==> config.mk <==
export PLATFORM = sky130hd
export DESIGN_NAME = exposure_timer_flat
export DESIGN_NICKNAME = d
export VERILOG_FILES = /design/src/rtl/exposure_timer_pkg.sv /design/src/rtl/exposure_timer_if.sv /design/src/rtl/exposure_timer_btn_edge.sv /design/src/rtl/exposure_timer.sv /design/src/flat_wrapper.sv
export SDC_FILE = /design/constraint.sdc
export NUM_CORES = 1
export LEC_CHECK = 0
export CORE_MARGIN = 5
export CORE_UTILIZATION = 56
export DETAILED_ROUTE_END_ITERATION = 10
export GPL_TIMING_DRIVEN = 0
export PLACE_DENSITY = 0.93
export SKIP_CTS_REPAIR_TIMING = 1
export SLEW_MARGIN = 20
export SYNTH_ARGS = -nofsm -noshare
export SYNTH_HDL_FRONTEND = slang
export SYNTH_SLANG_ARGS = --single-unit
==> constraint.sdc <==
create_clock -name clk -period 7.6 [get_ports clk]
set_input_delay 1.52 -clock clk [delete_from_list [all_inputs] [get_ports clk]]
set_output_delay 1.52 -clock clk [all_outputs]
set_load 0.005 [all_outputs]
==> src/rtl/exposure_timer_pkg.sv <==
// Shared constants and state encoding for the exposure countdown timer and its
// upstream control FSM environment.
package exposure_timer_pkg;
  localparam int W_DEF      = 5;
  localparam int T_MIN_DEF  = 2;
  localparam int T_MAX_DEF  = 30;
  localparam int T_INIT_DEF = 15;

  typedef enum logic [1:0] {
    ST_IDLE  = 2'b00,
    ST_COUNT = 2'b01,
    ST_OVF   = 2'b10
  } state_t;
endpackage

==> src/rtl/exposure_timer_if.sv <==
// Control-side bundle between the exposure FSM (master) and the timer (slave).
interface exposure_timer_if
  import exposure_timer_pkg::*;
#(
  parameter int W = W_DEF
);
  logic         exp_increase;
  logic         exp_decrease;
  logic         start;
  logic         ovf5;
  logic         busy;
  logic [W-1:0] exposure_time;

  modport master (
    output exp_increase, exp_decrease, start,
    input  ovf5, busy, exposure_time
  );

  modport slave (
    input  exp_increase, exp_decrease, start,
    output ovf5, busy, exposure_time
  );
endinterface

==> src/rtl/exposure_timer_btn_edge.sv <==
// Button rising-edge detector; previous value resets high so a button held
// across reset does not produce a spurious edge.
module btn_edge (
  input  logic clk,
  input  logic reset,
  input  logic btn,
  output logic rise
);
  logic prev_q, prev_d;

  always_comb prev_d = btn;

  always_ff @(posedge clk) begin
    if (reset) prev_q <= 1'b1;
    else       prev_q <= prev_d;
  end

  assign rise = btn & ~prev_q;
endmodule

==> src/rtl/exposure_timer.sv <==
// Exposure-time register with saturating +/- adjust and a down-counter that
// emits a one-cycle ovf5 pulse after exposure_time cycles.
//
// state    | meaning
// ---------+-------------------------------------------------------------
// ST_IDLE  | waiting for start; button edges adjust exposure_time
// ST_COUNT | counting cnt down; terminal count 1 moves to ST_OVF
// ST_OVF   | single-cycle end-of-exposure pulse, then back to ST_IDLE
module exposure_timer
  import exposure_timer_pkg::*;
#(
  parameter int W      = W_DEF,
  parameter int T_MIN  = T_MIN_DEF,
  parameter int T_MAX  = T_MAX_DEF,
  parameter int T_INIT = T_INIT_DEF
) (
  input  logic             clk,
  input  logic             reset,
  exposure_timer_if.slave  tif
);
  localparam logic [W-1:0] TMIN_W  = W'(T_MIN);
  localparam logic [W-1:0] TMAX_W  = W'(T_MAX);
  localparam logic [W-1:0] TINIT_W = W'(T_INIT);
  localparam logic [W-1:0] ONE_W   = W'(1);

  state_t       state_q, state_d;
  logic [W-1:0] cnt_q, cnt_d;
  logic [W-1:0] exp_q, exp_d;
  logic         inc_rise, dec_rise;

  btn_edge u_inc_edge (
    .clk   (clk),
    .reset (reset),
    .btn   (tif.exp_increase),
    .rise  (inc_rise)
  );

  btn_edge u_dec_edge (
    .clk   (clk),
    .reset (reset),
    .btn   (tif.exp_decrease),
    .rise  (dec_rise)
  );

  always_comb begin
    state_d = state_q;
    cnt_d   = cnt_q;
    exp_d   = exp_q;
    unique case (state_q)
      ST_IDLE: begin
        // start takes priority; a coincident button edge is dropped
        if (tif.start) begin
          cnt_d   = exp_q;
          state_d = ST_COUNT;
        end else if (inc_rise && !dec_rise) begin
          if (exp_q < TMAX_W) exp_d = exp_q + ONE_W;
        end else if (dec_rise && !inc_rise) begin
          if (exp_q > TMIN_W) exp_d = exp_q - ONE_W;
        end
      end
      ST_COUNT: begin
        if (cnt_q == ONE_W) state_d = ST_OVF;
        else                cnt_d   = cnt_q - ONE_W;
      end
      ST_OVF:  state_d = ST_IDLE;
      default: state_d = ST_IDLE;
    endcase
  end

  always_ff @(posedge clk) begin
    if (reset) begin
      state_q <= ST_IDLE;
      cnt_q   <= '0;
      exp_q   <= TINIT_W;
    end else begin
      state_q <= state_d;
      cnt_q   <= cnt_d;
      exp_q   <= exp_d;
    end
  end

  assign tif.ovf5          = (state_q == ST_OVF);
  assign tif.busy          = (state_q != ST_IDLE);
  assign tif.exposure_time = exp_q;
endmodule
==> src/flat_wrapper.sv <==
// flat-port wrapper written by rule: the top's interface ports become plain ports
module exposure_timer_flat import exposure_timer_pkg::*;
#(
  parameter int W      = W_DEF,
  parameter int T_MIN  = T_MIN_DEF,
  parameter int T_MAX  = T_MAX_DEF,
  parameter int T_INIT = T_INIT_DEF
)
  (clk, reset, tif_exp_increase, tif_exp_decrease, tif_start, tif_ovf5, tif_busy, tif_exposure_time);
  exposure_timer_if #(.W(W)) tif_i ();
  input  logic clk;
  input  logic reset;
  input wire logic [$bits(tif_i.exp_increase)-1:0] tif_exp_increase;
  input wire logic [$bits(tif_i.exp_decrease)-1:0] tif_exp_decrease;
  input wire logic [$bits(tif_i.start)-1:0] tif_start;
  output wire logic [$bits(tif_i.ovf5)-1:0] tif_ovf5;
  output wire logic [$bits(tif_i.busy)-1:0] tif_busy;
  output wire logic [$bits(tif_i.exposure_time)-1:0] tif_exposure_time;
  assign tif_i.exp_increase = tif_exp_increase;
  assign tif_i.exp_decrease = tif_exp_decrease;
  assign tif_i.start = tif_start;
  assign tif_ovf5 = tif_i.ovf5;
  assign tif_busy = tif_i.busy;
  assign tif_exposure_time = tif_i.exposure_time;
  exposure_timer #(.W(W), .T_MIN(T_MIN), .T_MAX(T_MAX), .T_INIT(T_INIT)) u_core (.clk(clk), .reset(reset), .tif(tif_i));
endmodule
* Word-level counts from Yosys, hierarchy flattened *
Index checks and enable logic that the tools add are counted.

word-level totals
  register bits = 14
  bits of input ports = 5
  output and inout port bits = 7
  word-level logic and storage cells = 44

cells by class
  add/sub/neg operators = 3
  order comparisons = 2
  equal/unequal tests = 7
  mux-type cells = 10
  bitwise gates (word level) = 5
  reduce and logical (&&, ||, !) cells = 12

operators with widths
  kind                   number
  $mux W5                6
  $pmux W5 S2            1
  $sub A5 B1 Y5 const B  2
  $reduce_bool A2 Y1     4
  $ne A2 B2 Y1 const B   3
  $add A5 B1 Y5 const B  1
  $eq A5 B1 Y1 const B   1
  $gt A5 B2 Y1 const B   1
  $lt A5 B5 Y1 const B   1
  $reduce_and A5 Y1      1
  $mux W2                2
  $pmux W2 S2            1
  $not A1 Y1             3
  $reduce_and A3 Y1      1
  $and A1 B1 Y1          2
  $eq A2 B1 Y1 const B   1
  $eq A2 B2 Y1 const B   1
  $logic_and A1 B1 Y1    2
  $logic_not A1 Y1       2
  $logic_not A2 Y1       1
  $ne A2 B1 Y1 const B   1
  $reduce_and A2 Y1      1

* Logic depth before layout (Yosys ltp) *
Gate-level depths: netlist of the first run.

  depth after elaboration = 6
  depth in mapped cells = 10
  gate-level depth less buffers = 9

* Modules after synthesis *
A second synthesis of the first run with hierarchy kept.

second synthesis, totals
  cell total of the unflattened synthesis = 94
  area total of the unflattened synthesis = 874.6 sq um

modules (own cells, without submodules)
  module          times used  cells an instance  area an instance (sq um)  sequential area each (sq um)
  exposure_timer  1           88                 809.5                     240.2
  btn_edge        2           3                  32.5                      20.0

* Least setup slack after synthesis of the first run *
No wires, ideal clock.

  kind = input port to flip-flop
  from = input tif_exp_increase
  to = register u_core.exp_q[4], in the netlist u_core.tif.exposure_time[4]
  library setup time = 0.121 ns
  arrival = 3.328 ns
  data required time = 7.479 ns
  slack = 4.151 ns
  stages on the path = 10
  path buffers = 1
  cells stage by stage = nor2b_1 ha_1 clkbuf_1 xnor2_1 ha_1 nand2b_1 a32o_1 a22oi_1 a21oi_2 mux2_4

on the way
  cells in the longest elaborated chain, start to end = 5
  elaborated cells between the ends (all ways) = 9
  those cells by class = eq/ne (1); mux (1); bitwise (1); reduce/logical (6)

ends and longest elaborated chain
  what                          RTL line                       source
  start, declared               flat_wrapper.sv:13             input wire logic [$bits(tif_i.exp_increase)-1:0] tif_exp_increase;
  $and A1 B1 Y1 (*)             exposure_timer_btn_edge.sv:18  assign rise = btn & ~prev_q;
  $logic_not A1 Y1              exposure_timer.sv:57           end else if (dec_rise && !inc_rise) begin
  $logic_and A1 B1 Y1           exposure_timer.sv:57
  $reduce_bool A2 Y1 (no line)  --
  $reduce_and A5 Y1 (no line)   --
  end signal, assigned          exposure_timer.sv:78           exp_q <= exp_d;
  end, declared                 exposure_timer.sv:28           logic [W-1:0] exp_q, exp_d;

Every way passes the cells marked *; elsewhere a longest branch is shown, timed or not.
A chain may end at the register's enable or synchronous reset.

* Final worst setup path of the first run *
Ends and elaborated chain as after synthesis.

==> results of run 1 <==
## how the worst min path moves through the flow
stage	to	depth (start not counted)	slack [ns]	startpoint
5_1_grt	u_core.cnt_q[4]	2	0.53	u_core.cnt_q[4]
6_report	u_core.cnt_q[4]	2	0.51	u_core.cnt_q[4]
3_5_place_dp	u_core.cnt_q[4]	2	0.48	u_core.cnt_q[4]
4_1_cts	u_core.cnt_q[4]	2	0.50	u_core.cnt_q[4]
3_3_place_gp	u_core.cnt_q[4]	2	0.46	u_core.cnt_q[4]
2_1_floorplan	u_core.cnt_q[4]	2	0.45	u_core.cnt_q[4]
## cell type report
class / count / area share (%)
sequential: 14 / 26.8
clock buffer: 4 / 3.46
timing repair buffer: 11 / 10.5
inverter: 5 / 1.79
tap: 16 / 1.91
buffer: 6 / 3.58
multi-input combinational: 84 / 52.0
## synth_stat cells, drive strengths merged, types with 2 or more instances
| cell type | number |
|---|---|
| dfxtp | 14 |
| a21oi | 11 |
| nor2 | 10 |
| nand2 | 9 |
| o21ai | 7 |
| ha | 6 |
| nor2b | 6 |
| inv | 5 |
| clkbuf | 4 |
| or2 | 4 |
| nand2b | 3 |
| nand3 | 3 |
| nor3 | 3 |
| a211oi | 2 |
| buf | 2 |
| or3 | 2 |
| xnor2 | 2 |
| xor2 | 2 |
## worst reg2reg max path: stages (launching register included)
cell and delay (ns):
sky130_fd_sc_hd__dfxtp_1 0.31, sky130_fd_sc_hd__nor2b_1 0.16, sky130_fd_sc_hd__ha_1 0.16, sky130_fd_sc_hd__clkbuf_1 0.36, sky130_fd_sc_hd__xnor2_1 0.14, sky130_fd_sc_hd__ha_1 0.22
sky130_fd_sc_hd__nand2b_1 0.14, sky130_fd_sc_hd__a32o_1 0.27, sky130_fd_sc_hd__a22oi_1 0.22, sky130_fd_sc_hd__a21oi_2 0.10, sky130_fd_sc_hd__mux2_4 0.29
## logic make-up (layout without fill, tap and decap cells)
family	after synthesis	count (layout)	share of synthesized area (%)
AO/OA/AOI/OAI	29	29	21.6
XOR/XNOR	4	4	3.98
adder cells (fa/ha/maj)	6	6	8.52
buffers and inverters	11	26	6.39
flip-flops	14	14	31.8
multiplexers	1	1	1.70
AND/OR/NAND/NOR	44	44	26.0
## per-stage QoR
step | power [mW] | utilization (%) | hold slack (ns)
floorplan | 0.119 | - | 0.454
global placement | 0.131 | 67.1 | 0.464
detailed placement | 0.134 | 67.1 | 0.481
CTS | 0.190 | 69.5 | 0.502
global route | 0.199 | 69.5 | 0.532
finish | 0.190 | 69.5 | 0.512
## per-layer routing
metal,wire length (µm),vias to the layer above
met5,0,-
met4,40,0
met3,167,5
met2,940,39
met1,858,394
li1,-,411
## state kept, by name, indices dropped and copies added, names as in the netlist
register and cells:
u_core.u_inc_edge.prev_q 1, u_core.state_q 2, u_core.cnt_q 5, u_core.u_dec_edge.prev_q 1
u_core.tif.exposure_time 5
## power groups by stage
stage | combinational, mW | sequential (mW) | clock [mW]
after floorplan | 0.0334 | 0.0856 | 0
after global placement | 0.0441 | 0.0866 | 0
after detailed placement | 0.0467 | 0.0870 | 0
after CTS | 0.0472 | 0.0853 | 0.0577
after global routing | 0.0529 | 0.0863 | 0.0602
final | 0.0478 | 0.0857 | 0.0569
## layout by cell type (no fill, tap or decap), drive strengths merged
master          n
nor2b           6
buf             2
a221oi          1
ha              6
a22oi           1
o32ai           1
o31ai           1
or2             4
or3             2
a311oi          1
nor4            1
mux2            1
a211o           1
a21oi          11
dfxtp          14
or4             1
nand3b          1
clkdlybuf4s50  11
nand3           3
o211ai          1
a311o           1
clkbuf          8
a211oi          2
xor2            2
nor4b           1
nor3            3
nand2b          3
o21ai           7
inv             5
xnor2           2
a32o            1
nand2           9
nor2           10
==> impl.org, run 1 <==
** Pwr
- Fraction of power consumed by combinational cells :: 25.1%
- Largest vdd supply drop :: 0.000114 V
- In this run, the clock network consumes 29.9% of the power.
- Summed over all nets, the switching power comes to 59.8 µW.
- Cell internal power was estimated by the tool at 131 µW.
- Power spread over the standard cell area amounts to 182 mW/mm².
- Net switching is 31.4% of the power.
- For this design the static power due to leakage is 0.403 nW.
- Fraction of power consumed by sequential logic :: 45.0%

** STA
- Setup TNS Final :: 0 ns
- Relative slew slack :: 62.8%
- Setup repair after global routing left no endpoint under its margin.
- Setup violations remaining at the end of the flow were counted as 0.
- The number of pins with negative max-slew slack in the final report was 0.
- Crit share post-route :: 51.3%
- For this run, the top clock speed supported by timing is 256 MHz.
- For the pin with the worst max-slew slack, the measured transition is 0.554 ns.
- The worst path in the final design needs a cycle of 3.90 ns, including I/O delays and setup.
- The worst path meets setup with 3.70 ns of slack.
- Clock skew on the completed layout was measured at 0.00269 ns.
- Number of failing hold endpoints at the final stage :: 0

** Finish
- Post-route cell area :: 0.00105 mm²
- The sequential cells in the finished layout cover a total of 280 µm².
- Cells with a size suffix above 1 make up 10.5% of the layout.
- In the final layout, the multi-input gates occupy 544 µm².
- Fillers :: 120
- Syn-to-layout area delta :: 18.9%
- Non-filler instance count after layout :: 140
- Final Net Count :: 136
- Diodes inserted :: 0

** Worst setup path
- STA classifies the critical path endpoint as a flop.
- Largest delay share family, worst path :: buffers and inverters
- Worst path slowest cell :: sky130_fd_sc_hd__clkdlybuf4s50_1
- Cell occurring most often along the worst timing path :: sky130_fd_sc_hd__ha_1
- Maximum fanout along the worst path :: 10
- Number of cells traversed by the worst register-to-register path :: 10
- In this run the register-to-register setup slack is 5.11 ns.
- Kind of critical path :: input pin to flop
- The startpoint identified for the worst register-to-register timing path is u_core.u_inc_edge.prev_q.
- Launch point of the critical path :: tif_exp_increase
- Data on the critical path is required at its endpoint by 7.79 ns.
- Data on the critical path arrives at its endpoint at 4.09 ns.
- The worst setup path is launched from an input pin.
- Endpoint of the lowest-slack register-to-register path :: u_core.tif.exposure_time[4]
- In this design, the stage delay of the slowest critical-path cell is 0.46 ns.
- Worst path cell trace :: clkdlybuf4s50_1 -> nor2b_1 -> ha_1 -> clkbuf_1 -> xnor2_1 -> ha_1 -> nand2b_1 -> a32o_1 -> a22oi_1 -> a21oi_2 -> mux2_4
- Worst Setup EP :: u_core.tif.exposure_time[4]
- Counting buffers and inverters, the worst setup path is 11 cells deep.
- Buf/Inv on CP :: 2

** Synth
- Post-synthesis average cell area :: 8.08 µm²
- Synth area leaders :: sky130_fd_sc_hd__dfxtp_1, sky130_fd_sc_hd__ha_1, sky130_fd_sc_hd__a21oi_1, sky130_fd_sc_hd__nor2_1, sky130_fd_sc_hd__nor2b_1
- Counting every net in the synthesized netlist gives 120.
- Synth Instances :: 109
- For this run, the number of Yosys warnings is 0.
- Synthesis inferred 14 register bits.
- For this run, asynchronously set or reset flops after synthesis account for 0%.
- Count of flip-flops with a built-in enable after synthesis :: 0
- In this run the cell area of the synthesized design comes to 881 µm².
- In the synthesized netlist the dominant register cell turns out to be sky130_fd_sc_hd__dfxtp_1.
- Area share of the largest cell type after synthesis :: 31.8%
- Of all cell types, the one taking the most synthesized area is sky130_fd_sc_hd__dfxtp_1.
- Sequential cell area fraction in the yosys report :: 31.8%
- Counting distinct cell types in the post-synthesis netlist gives 35.

** Worst hold path
- Min-delay worst type :: flop to flop

** GRT
- For this run, global-route usage on met1 was measured as 20.4%.
- The number of global-route vias before repair is 766.
- Total global-route track usage :: 16.9%
- For this run the aggregate overflow at the end of global routing stands at 0.
- Maximum number of pins on one net before global-route repair :: 11
- Met3 usage in global routing :: 4.52%
- Antenna violations before repair :: 0
- For this run, global-route usage on met2 was measured as 26.9%.
- Global-route layer with the greatest usage :: met2
- Global-route wire length before repair :: 3250 µm

** Die
- Core box area :: 0.00151 mm²
- The die is 49.7 µm wide.
- Number of I/O pins :: 12
- The initial utilization of the core area, before any placement, comes to 58.5%.
- Die outline height :: 49.7 µm
- The die covers 0.00247 mm².
- Cell Rows :: 14

** Routing
- Wires add up to 2010 µm.
- The pre-antenna-repair detailed-routing pass consisted of 4 iterations.
- Dividing the detail-routed wire length by the instance count gives 14.3 µm.
- After detailed routing, the number of vias per cell comes to 6.06.
- Drt first-iter violations :: 30
- The count of nets left with antenna violations once routing finished came out at 0.
- Summing over every cut layer, the via total after detailed routing is 849.
- Remaining routing DRC violations :: 0

** Placed design
- Port-buffer cells :: 11
- Number of placed instances with taps included :: 136
- Routability congestion estimate :: 0.827
- OpenSTA, run right after detailed placement, puts the worst setup slack at 3.42 ns.
- Once placement finished, the instance area stood at 0.00101 mm².
- Sum of net half-perimeters after detailed placement :: 1430 µm

** Clock network
- The tree built by TritonCTS fans out to 14 sinks.
- Clock Tree Root :: sky130_fd_sc_hd__clkbuf_4
- Post-CTS clock slew at the launch and capture registers of the worst setup and hold paths :: 0.09 ns
- CTS tree :: yes
- Counting along the longest clock path gives a buffer depth of 2.
- CTS built an H-tree with a depth of 1.
- Buffers inserted during clock tree synthesis total 3.
- Clock latency reported for the late side of the worst-skew pair :: 0.30 ns

** Run status
- Outcome :: finished, final reports clean

** Flow run
- Across the run, the number of max-cap violations was 0.
No activity file was read; power rests on OpenSTA's default activity.
==> inputs of run 2 (changes only) <==
Settings changed: CORE_UTILIZATION 56 to 47, PLACE_DENSITY 0.93 to 0.85.
Clock period 7.6 ns to 3.4 ns, I/O delays scaled along.
==> impl.org, run 2 (synthesized netlist as in run 1, its figures left out) <==
** Placed design
- Placement Cell Area :: 0.00102 mm² (+1.1%)
- Number of placed instances with taps included :: 145 (+6.6%)
- Sum of net half-perimeters after detailed placement :: 1420 µm (-0.99%)
- The setup slack at placement is 0.0948 ns (-3.32 ns).
- The count of input and output buffers is 11 (unchanged).
- Routability congestion estimate :: 0.776 (-6.2%)

** STA
- Final critical-path setup slack :: 0.408 ns (-3.29 ns)
- The worst clock skew on the final layout was 0.00887 ns (+0.00618 ns).
- The number of pins with negative max-slew slack in the final report came to 0 (unchanged).
- Number of failing hold endpoints at the final stage :: 0 (unchanged)
- Crit share post-route :: 88.0%
- The total of endpoints with negative setup slack in the final report came to 0 (unchanged).
- Worst slew pin tran :: 0.579 ns (+0.0252 ns)
- Subtracting the final worst setup slack from the clock period gives 2.99 ns.
- Setup TNS Final :: 0 ns (unchanged)
- Setup repair after global routing left no endpoint under its margin.
- Relative slew slack :: 61.1% (-1.7 points)
- Max Freq :: 334 MHz

** Finish
- The post-layout instance area came to 0.00106 mm² (+1.1%).
- Sequential standard cell area :: 280 µm² (unchanged)
- The number of cells in the finished layout apart from fillers was 149 (+6.4%).
- Most used cells in the layout excluding fill and tap cells :: sky130_fd_sc_hd__dfxtp_1, sky130_fd_sc_hd__clkdlybuf4s50_1, sky130_fd_sc_hd__nor2_1, sky130_fd_sc_hd__nand2_1, sky130_fd_sc_hd__a21oi_1
- From synthesis to final layout, the design area changed by 20.2%.
- The number of nets in the layout came to 136 (unchanged).
- Footprint of the multi-input gates :: 544 µm² (unchanged)
- The proportion of layout cells with a drive suffix above 1 was 10.5% (unchanged).
- Commonest non-fill, non-tap cell in the layout :: sky130_fd_sc_hd__dfxtp_1
- The count of inserted antenna diode cells was 0 (unchanged).
- The number of fillers in the final layout came to 169 (+41%).

** Clock network
- The clock-pin slew on the worst setup and hold paths came to 0.09 ns (about the same).
- Clk sink count :: 14 (unchanged)
- Deepest level of the CTS H-tree :: 1 (unchanged)
- The clock tree buffer depth is 2 (unchanged).
- The cell sitting at the root of the clock tree is a sky130_fd_sc_hd__clkbuf_4.
- Clock latency reported for the late side of the worst-skew pair :: 0.29 ns (about the same)
- TritonCTS built the clock tree.
- Total clock buffers created by CTS :: 3 (unchanged)

** Run status
- Outcome :: finished, final reports clean

** GRT
- The combined global-route utilization of all metal layers was 15.6% (-1.4 points).
- Via count of the first global-routing pass :: 733 (-4.3%)
- Total congestion overflow after global routing :: 0 (unchanged)
- The initial antenna violation count was 0 (unchanged).
- The global-route wire length before repair is 3160 µm (-2.7%).
- The pin count of the biggest net entering global routing came to 11 (unchanged).

** Pwr
- Largest vdd supply drop :: 0.000296 V (+160%)
- The power density relative to cell area came to 395 mW/mm² (+120%).
- Leakage power of the design :: 0.403 nW (unchanged)

** Worst setup path
- Critical path endpoint category :: flop
- The most critical setup path has its endpoint at u_core.tif.exposure_time[4].
- Maximum fanout along the worst path :: 10 (unchanged)
- Number of cells traversed by the worst register-to-register path :: 10 (unchanged)
- Critical path data required time :: 3.59 ns (-4.20 ns)
- The data arrival time of the critical path came to 3.18 ns (-0.91 ns).
- The worst setup path is of the input pin to flop kind.
- Launch point of the critical path :: tif_exp_increase
- Source of the worst register-to-register timing path :: u_core.u_inc_edge.prev_q
- Reg2Reg Setup Slack :: 1.00 ns (-4.11 ns)
- STA classifies the critical path startpoint as an input pin.
- In this run the critical register-to-register path is captured at u_core.tif.exposure_time[4].

** Flow run
- The max-cap check violation count is 0 (unchanged).

** Die
- Number of I/O pins :: 12 (unchanged)
- The die area came to 0.00284 mm² (+15%).
- The placeable core region came to 0.00175 mm² (+16%).
- The total number of placement rows is 15 (+1).
- Initial core utilization :: 50.5% (-8.0 points)
- Die outline height :: 53.3 µm (+7.3%)
- Width of the die :: 53.3 µm (+7.3%)

** Routing
- Detailed Routing Iterations Pass 1 :: 4 (unchanged)
- Remaining routing DRC violations :: 0 (unchanged)
- Number of nets still failing antenna checks after routing :: 0 (unchanged)
- Final routed wire length divided by cell count :: 12.9 µm (-10%)
- The count of vias placed by the detailed router came to 845 (-0.47%).
- Ratio of routed vias to standard cells :: 5.67 (-6.5%)
- The DRC violation total after the first TritonRoute iteration came to 34 (+13%).
- The aggregate routed wire length was 1920 µm (-4.5%).

** Worst hold path
- Hold path start :: u_core.cnt_q[4]
- The path class of the tightest hold or removal check is flop to flop.
## run 2: cell counts in the layout (fill, tap and decap cells not counted)
No cell type changed its count.
## run 2: layout make-up
class / count / share of cell area (%)
Timing Repair Buffer: 11 / 10.4
Inverter: 5 / 1.77
Sequential cell: 14 / 26.5
Tap cell: 25 / 2.96
Clock buffer: 4 / 3.43
Multi-Input combinational cell: 84 / 51.4
Buffer: 6 / 3.55
## run 2: routing by layer
metal	share of wire (%)	vias up	GRT usage, %
li1	-	416	-
met1	44	388	18.0
met2	49	37	24.7
met3	6.8	4	6.48
met4	0.84	0	6.81
met5	0	-	0
## run 2: worst min-delay path by stage
stage                      endpoint  slack (ns)  cells after the start
finish              u_core.cnt_q[4]        0.48                      2
floorplan           u_core.cnt_q[4]        0.45                      2
CTS                 u_core.cnt_q[4]        0.48                      2
detailed placement  u_core.cnt_q[4]        0.47                      2
global route        u_core.cnt_q[4]        0.53                      2
global placement    u_core.cnt_q[4]        0.47                      2
## run 2: metrics by stage
| stage | total power, mW | util (%) | hold slack (ns) |
|---|---|---|---|
| after floorplan | 0.266 | - | 0.454 |
| after global placement | 0.293 | 58.6 | 0.466 |
| after detailed placement | 0.299 | 58.6 | 0.468 |
| after CTS | 0.420 | 60.6 | 0.481 |
| after global routing | 0.443 | 60.6 | 0.527 |
| final | 0.418 | 60.6 | 0.478 |
## run 2: worst max-delay path, cell delays in order
cell                              delay, ns
sky130_fd_sc_hd__clkdlybuf4s50_1       0.47
sky130_fd_sc_hd__nor2b_1               0.18
sky130_fd_sc_hd__ha_1                  0.17
sky130_fd_sc_hd__clkbuf_1              0.37
sky130_fd_sc_hd__xnor2_1               0.12
sky130_fd_sc_hd__ha_1                  0.22
sky130_fd_sc_hd__nand2b_1              0.15
sky130_fd_sc_hd__a32o_1                0.25
sky130_fd_sc_hd__a22oi_1               0.18
sky130_fd_sc_hd__a21oi_2               0.10
sky130_fd_sc_hd__mux2_4                0.29
## run 2: power by group
group	internal (mW)	switching [mW]
clock network	0.0652	0.0559
registers	0.177	0.0143
logic	0.0492	0.0559
total	0.292	0.126
